===== config.mk =====
export PLATFORM = sky130hd
export DESIGN_NAME = west_skew_feeder
export DESIGN_NICKNAME = d
export VERILOG_FILES = /design/src/rtl/sa_pkg.sv /design/src/rtl/sa_row_fifo.sv /design/src/rtl/west_skew_feeder.sv
export SDC_FILE = /design/constraint.sdc
export NUM_CORES = 2
export LEC_CHECK = 0
export ABC_AREA = 1
export CAP_MARGIN = 30
export CORE_MARGIN = 8
export CORE_UTILIZATION = 41
export CTS_CLUSTER_DIAMETER = 200
export CTS_CLUSTER_SIZE = 40
export DETAILED_ROUTE_END_ITERATION = 8
export SETUP_SLACK_MARGIN = 0.05
export SYNTH_ARGS = -nofsm -noshare
export SYNTH_HDL_FRONTEND = slang
export SYNTH_SLANG_ARGS = --single-unit

===== constraint.sdc =====
create_clock -name i_clk -period 9.88 [get_ports i_clk]
set_clock_uncertainty 0.2 [all_clocks]
set_input_delay 1.482 -clock i_clk [delete_from_list [all_inputs] [get_ports i_clk]]
set_output_delay 1.482 -clock i_clk [all_outputs]
set_load 0.02 [all_outputs]

===== src/rtl/sa_pkg.sv =====
// Shared types for the west-edge skew feeder: read FSM states and write-mode encodings.
// No logic here; latency and backpressure are properties of the modules that import it.
package sa_pkg;

  typedef enum logic [1:0] {
    ST_IDLE = 2'd0,
    ST_RUN  = 2'd1,
    ST_DONE = 2'd2
  } state_t;

  localparam logic WR_MODE_ROW = 1'b0;
  localparam logic WR_MODE_RR  = 1'b1;

endpackage


===== src/rtl/sa_row_fifo.sv =====
// Single-row synchronous FIFO with a registered read port: pop in cycle c, data/valid in c+1.
// Writes to a full FIFO and pops from an empty one are ignored; the caller owns flow control.
module sa_row_fifo #(
  parameter int W_DATA = 8,
  parameter int W_ADDR = 4
) (
  input  logic              clk,
  input  logic              rst_n,
  input  logic              push,
  input  logic [W_DATA-1:0] push_dat,
  input  logic              pop,
  output logic [W_DATA-1:0] pop_dat,
  output logic              pop_vld,
  output logic              empty,
  output logic              full
);

  localparam int DEPTH = 1 << W_ADDR;

  logic [W_DATA-1:0] mem [DEPTH];
  logic [W_ADDR:0]   wr_ptr;
  logic [W_ADDR:0]   rd_ptr;
  logic              do_push;
  logic              do_pop;

  // Extra pointer MSB distinguishes full from empty when the address bits match.
  assign empty   = (wr_ptr == rd_ptr);
  assign full    = (wr_ptr[W_ADDR] != rd_ptr[W_ADDR]) &&
                   (wr_ptr[W_ADDR-1:0] == rd_ptr[W_ADDR-1:0]);
  assign do_push = push & ~full;
  assign do_pop  = pop & ~empty;

  always_ff @(posedge clk) begin
    if (do_push) begin
      mem[wr_ptr[W_ADDR-1:0]] <= push_dat;
    end
  end

  always_ff @(posedge clk or negedge rst_n) begin
    if (!rst_n) begin
      wr_ptr  <= '0;
      rd_ptr  <= '0;
      pop_dat <= '0;
      pop_vld <= 1'b0;
    end else begin
      if (do_push) begin
        wr_ptr <= wr_ptr + 1'b1;
      end
      if (do_pop) begin
        rd_ptr  <= rd_ptr + 1'b1;
        pop_dat <= mem[rd_ptr[W_ADDR-1:0]];
        pop_vld <= 1'b1;
      end else begin
        pop_dat <= '0;
        pop_vld <= 1'b0;
      end
    end
  end

endmodule


===== src/rtl/west_skew_feeder.sv =====
// Row FIFO bank feeding the array's west edge; a start launches a diagonal burst, row r lagging r cycles.
// Read data lands 1 cycle after each scheduled pop; writes stall via o_wr_ready when any targeted row is full.
module west_skew_feeder
  import sa_pkg::*;
#(
  parameter int ROW    = 9,
  parameter int W_DATA = 8,
  parameter int W_ADDR = 4,
  parameter int W_LEN  = 8
) (
  input  logic                  i_clk,
  input  logic                  i_rst_n,
  input  logic                  i_wr_mode,
  input  logic                  i_wr_valid,
  input  logic [ROW-1:0]        i_wr_row_en,
  input  logic [W_DATA-1:0]     i_data,
  output logic                  o_wr_ready,
  input  logic                  i_start,
  input  logic [W_LEN-1:0]      i_len,
  output logic                  o_busy,
  output logic                  o_done,
  output logic [ROW*W_DATA-1:0] o_data,
  output logic [ROW-1:0]        o_data_valid,
  output logic [ROW-1:0]        o_fifo_empty,
  output logic [ROW-1:0]        o_fifo_full,
  output logic                  o_underrun
);

  localparam int TW  = W_LEN + $clog2(ROW) + 1;
  localparam int WPW = (ROW > 1) ? $clog2(ROW) : 1;

  state_t            state_q;
  state_t            state_d;
  logic [TW-1:0]     t_q;
  logic [W_LEN-1:0]  len_q;
  logic [TW-1:0]     len_t;
  logic [TW-1:0]     last_t;
  logic [WPW-1:0]    wp_q;
  logic [ROW-1:0]    push_vec;
  logic [ROW-1:0]    sched;
  logic              wr_ready;
  logic              run;
  logic              start_burst;
  logic              wr_accept;

  assign run         = (state_q == ST_RUN);
  assign len_t       = TW'(len_q);
  assign last_t      = len_t + TW'(ROW - 2);
  assign start_burst = (state_q == ST_IDLE) && i_start && (i_len != '0);
  assign wr_accept   = i_wr_valid && wr_ready;

  // Full flags are registered, so a row popped this cycle still refuses a write.
  always_comb begin
    wr_ready = 1'b1;
    push_vec = '0;
    if (i_wr_mode == WR_MODE_RR) begin
      wr_ready       = ~o_fifo_full[wp_q];
      push_vec[wp_q] = i_wr_valid & wr_ready;
    end else begin
      wr_ready = ~|(i_wr_row_en & o_fifo_full);
      if (i_wr_valid && wr_ready) begin
        push_vec = i_wr_row_en;
      end
    end
  end

  assign o_wr_ready = wr_ready;

  always_ff @(posedge i_clk or negedge i_rst_n) begin
    if (!i_rst_n) begin
      wp_q <= '0;
    end else if (i_wr_mode == WR_MODE_ROW) begin
      wp_q <= '0;
    end else if (wr_accept) begin
      wp_q <= (wp_q == WPW'(ROW - 1)) ? '0 : wp_q + 1'b1;
    end
  end

  always_comb begin
    state_d = state_q;
    case (state_q)
      ST_IDLE: begin
        if (i_start) begin
          state_d = (i_len != '0) ? ST_RUN : ST_DONE;
        end
      end
      ST_RUN: begin
        if (t_q == last_t) begin
          state_d = ST_DONE;
        end
      end
      ST_DONE: state_d = ST_IDLE;
      default: state_d = ST_IDLE;
    endcase
  end

  always_ff @(posedge i_clk or negedge i_rst_n) begin
    if (!i_rst_n) begin
      state_q <= ST_IDLE;
      t_q     <= '0;
      len_q   <= '0;
    end else begin
      state_q <= state_d;
      if (start_burst) begin
        len_q <= i_len;
        t_q   <= '0;
      end else if (run) begin
        t_q <= t_q + 1'b1;
      end else begin
        t_q <= '0;
      end
    end
  end

  // Empty is sampled before any same-cycle push: there is no write-to-read bypass.
  always_ff @(posedge i_clk or negedge i_rst_n) begin
    if (!i_rst_n) begin
      o_underrun <= 1'b0;
    end else if (start_burst) begin
      o_underrun <= 1'b0;
    end else if (|(sched & o_fifo_empty)) begin
      o_underrun <= 1'b1;
    end
  end

  assign o_busy = run;
  assign o_done = (state_q == ST_DONE);

  for (genvar r = 0; r < ROW; r++) begin : g_row
    localparam logic [TW-1:0] ROW_T = TW'(r);

    assign sched[r] = run && (t_q >= ROW_T) && (t_q < ROW_T + len_t);

    sa_row_fifo #(
      .W_DATA (W_DATA),
      .W_ADDR (W_ADDR)
    ) u_fifo (
      .clk      (i_clk),
      .rst_n    (i_rst_n),
      .push     (push_vec[r]),
      .push_dat (i_data),
      .pop      (sched[r]),
      .pop_dat  (o_data[W_DATA*(ROW-r)-1 -: W_DATA]),
      .pop_vld  (o_data_valid[r]),
      .empty    (o_fifo_empty[r]),
      .full     (o_fifo_full[r])
    );
  end

endmodule


==> flow_summary.json <==
{
  "status": "complete, no violations",
  "grt_max_degree": 132,
  "crit_path_max_incr_delay_ps": 1030,
  "num_io_pins": 133,
  "clock_tree_from_tritoncts": "built",
  "syn-mean-instance-area_um2": 11.8,
  "clock_sink_count": 1351,
  "post_cts.resized_instances": 0,
  "report.final.slew_viol_count": 0,
  "first_pass_grt_wire_length_mm": 228,
  "globalRoute.totalOverflow": 0,
  "hold_slack_ps": 297,
  "critical_path.endpoint_type": "output port",
  "synthToLayoutAreaGrowth_pct": 6.63,
  "placement.io_buffers": 132,
  "report.final.hold_viol_count": 0,
  "core_region_area_um2": 141000,
  "cells_on_worst_reg2reg_path": 15,
  "max_freq_mhz": 161,
  "vias_in_the_first_global_route": 35989,
  "clk_root_buffer_cell": "sky130_fd_sc_hd__clkbuf_16",
  "holdBufCountCts": 0,
  "drv_cap": 0,
  "post_route_core_utilization": 0.440,
  "cts_made_buffers": 39,
  "clk_pin_slew_ps": 140,
  "layout.cells.most_common": "sky130_fd_sc_hd__nand2_1",
  "timing.critical_path.buf_inv": 3,
  "power.density_cell_area_nw_per_um2": 259,
  "arrival_ps": 4540,
  "path_cells": "inv_2, nand2_1, nand2_1, nor2_1, nand3_2, nand2_1, nand2_1, inv_1, nand2_1, nand2_2, nand3_4, nand2_1, o21ai_0, clkdlybuf4s50_1",
  "number_of_nets_in_the_finished_design": 5024,
  "vertical_die_dimension_um": 393,
  "via_count": 37158,
  "rows": 138,
  "design.die.area_um2": 155000,
  "fraction_of_final_layout_cells_with_drive_strength_greater_than_1": 0.0570,
  "clock_tree.htree_level_count": 2,
  "synthesis.area_um2": 58300,
  "worstHoldPathType": "flip-flop to flip-flop",
  "totalWireLength_mm": 152,
  "yosysWarnings": 0,
  "critical_path_depth": 14,
  "avgRoutedWirePerCell_um": 22.5,
  "kind_of_cell_adding_the_most_delay_to_the_critical_path": "simple AND/OR/NAND/NOR gates",
  "most_used_cell_cp": "sky130_fd_sc_hd__nand2_1",
  "maxSlewHeadroom": 0.321,
  "tns_ps": 0,
  "yosys.cell_types.count": 54,
  "postCtsSetupBuffers": 0,
  "insertion_delay_ps": 700,
  "antenna_violations_before_repair": 9,
  "vias_per_cell": 5.47,
  "worst_hold_path.num_cells": 1,
  "synthCells": 4928,
  "dr.first_iter.drc_count": 3790,
  "period_needed_ps": 6230,
  "worst-slew-pin-transition_ps": 1010,
  "antenna_viol_nets_final": 0,
  "slowest_stage": "sky130_fd_sc_hd__dfrtp_1",
  "synth.net_count": 5088,
  "critical_path_peak_fanout": 42,
  "worst-endpoint-required_ps": 8200,
  "floorplan.initialDensity": 0.413,
  "detail_route.drc_violations": 0,
  "layout.cells.most_common_list": "sky130_fd_sc_hd__nand2_1, sky130_fd_sc_hd__edfxtp_1, sky130_fd_sc_hd__a21oi_1",
  "total_leakage_power_nw": 21.9,
  "rsz0062_at_grt": "no",
  "kind_of_launch_point_of_the_worst_setup_path": "flip-flop",
  "ctsLongestPathBuffers": 3,
  "synth.yosys.seq_area_share": 0.678,
  "synth_flop_cell": "sky130_fd_sc_hd__edfxtp_1",
  "synth_async_reset_ratio": 0.147,
  "number_of_search_and_repair_iterations_in_the_first_detailed_routing_pass": 6,
  "grt_usage": 0.192,
  "ys_seq_elements": 1351,
  "criticalPathCategory": "flip-flop to output port",
  "final_min_period_over_clock_period": 0.630,
  "hpwl_mm": 97.7,
  "max-vdd-ir-drop_v": 0.000152,
  "die_w_um": 393,
  "total_power_w": 0.0161,
  "number_of_setup_violations_in_the_final_report": 0,
  "place.gp.congestion": 0.871,
  "synth-edff-count": 1152
}
-- power breakdown --
group | switching [W] | internal (W) | total (W)
Clock | 0.00162 | 0.000777 | 0.00240
Combinational | 0.00443 | 0.00202 | 0.00645
Sequential | 0.000510 | 0.00678 | 0.00729
-- kinds of logic after synthesis --
| kind of cell | synth area share |
|---|---|
| flip-flops | 0.678 |
| AO/OA/AOI/OAI | 0.114 |
| adder cells (fa/ha/maj) | 0.0279 |
| buffers and inverters | 0.0342 |
| AND/OR/NAND/NOR | 0.128 |
| XOR/XNOR | 0.0179 |
-- metrics by stage --
step	setup WS, ps	area, µm²	std cells
floorplan	5790	58300	4928
global placement	3940	61000	6709
detailed placement	3950	61000	6711
CTS	3520	62100	6783
global route	3200	62200	6785
finish	3650	62200	6788
-- state kept, by name, summed over array words and instances (netlist names) --
name	cells
wp_q	4
g_row.u_fifo.mem	1152
t_q	13
g_row.u_fifo.pop_dat	72
o_underrun	1
state_q	2
g_row.u_fifo.rd_ptr	45
len_q	8
g_row.u_fifo.pop_vld	9
g_row.u_fifo.wr_ptr	45
-- worst register-to-register path, stage by stage, from the launching register on --
cell and delay (ps):
sky130_fd_sc_hd__dfrtp_1 1030, sky130_fd_sc_hd__inv_2 580, sky130_fd_sc_hd__nand2_1 180, sky130_fd_sc_hd__nand2_1 70, sky130_fd_sc_hd__nor2_1 480, sky130_fd_sc_hd__nand3_2 170
sky130_fd_sc_hd__nand2_1 90, sky130_fd_sc_hd__nand2_1 50, sky130_fd_sc_hd__inv_1 40, sky130_fd_sc_hd__nand2_1 60, sky130_fd_sc_hd__nand2_2 80, sky130_fd_sc_hd__nand3_4 90
sky130_fd_sc_hd__nand2_4 100, sky130_fd_sc_hd__nand2_8 260, sky130_fd_sc_hd__nand2_2 730, sky130_fd_sc_hd__nor2_2 250
-- routing by layer --
metal | GRT usage | vias to the layer above | routed length, µm
li1 | - | 17388 | -
met1 | 0.273 | 18404 | 67100
met2 | 0.315 | 1212 | 72500
met3 | 0.0297 | 144 | 10100
met4 | 0.0352 | 10 | 2730
met5 | 0 | - | 68
-- final cells by class --
type / instances / area [µm²]
sequential: 1351 / 39600
tap: 1890 / 2360
antenna: 3 / 7.51
timing repair buffer: 173 / 1720
clock buffer: 68 / 1080
clock inverter: 4 / 37.5
multi-input combinational: 3131 / 16800
fill: 12978 / 79200
inverter: 168 / 634
-- worst paths after layout --
kind / startpoint / endpoint / slack, ps
min: g_row[6].u_fifo.rd_ptr[4] / g_row[6].u_fifo.rd_ptr[4] / 300
max reg2reg: g_row[5].u_fifo.rd_ptr[1] / g_row[5].u_fifo.mem[15][0] / 5150
min in group asynchronous: i_rst_n / g_row[5].u_fifo.pop_dat[2] / 570
max: g_row[5].u_fifo.rd_ptr[1] / o_wr_ready / 3650
max in group asynchronous: i_rst_n / g_row[0].u_fifo.rd_ptr[0] / 7520
min reg2reg: g_row[6].u_fifo.rd_ptr[4] / g_row[6].u_fifo.rd_ptr[4] / 300
-- cell usage after synthesis, types with 35 or more instances --
library cell | number | area, µm²
sky130_fd_sc_hd__o311ai_0 | 42 | 368
sky130_fd_sc_hd__nor2_1 | 163 | 612
sky130_fd_sc_hd__nand4_1 | 37 | 231
sky130_fd_sc_hd__nor2_2 | 120 | 751
sky130_fd_sc_hd__nand2_1 | 1331 | 5000
sky130_fd_sc_hd__dfrtp_1 | 199 | 4980
sky130_fd_sc_hd__nand3_1 | 98 | 490
sky130_fd_sc_hd__ha_1 | 130 | 1630
sky130_fd_sc_hd__a211oi_1 | 71 | 533
sky130_fd_sc_hd__a22oi_1 | 144 | 1080
sky130_fd_sc_hd__inv_1 | 139 | 522
sky130_fd_sc_hd__o21ai_0 | 155 | 776
sky130_fd_sc_hd__a21oi_1 | 559 | 2800
sky130_fd_sc_hd__xor2_1 | 97 | 850
sky130_fd_sc_hd__clkbuf_1 | 169 | 634
sky130_fd_sc_hd__a32o_1 | 75 | 751
sky130_fd_sc_hd__edfxtp_1 | 1152 | 34600
sky130_fd_sc_hd__buf_4 | 35 | 263
(Power assumes the default switching activity.)
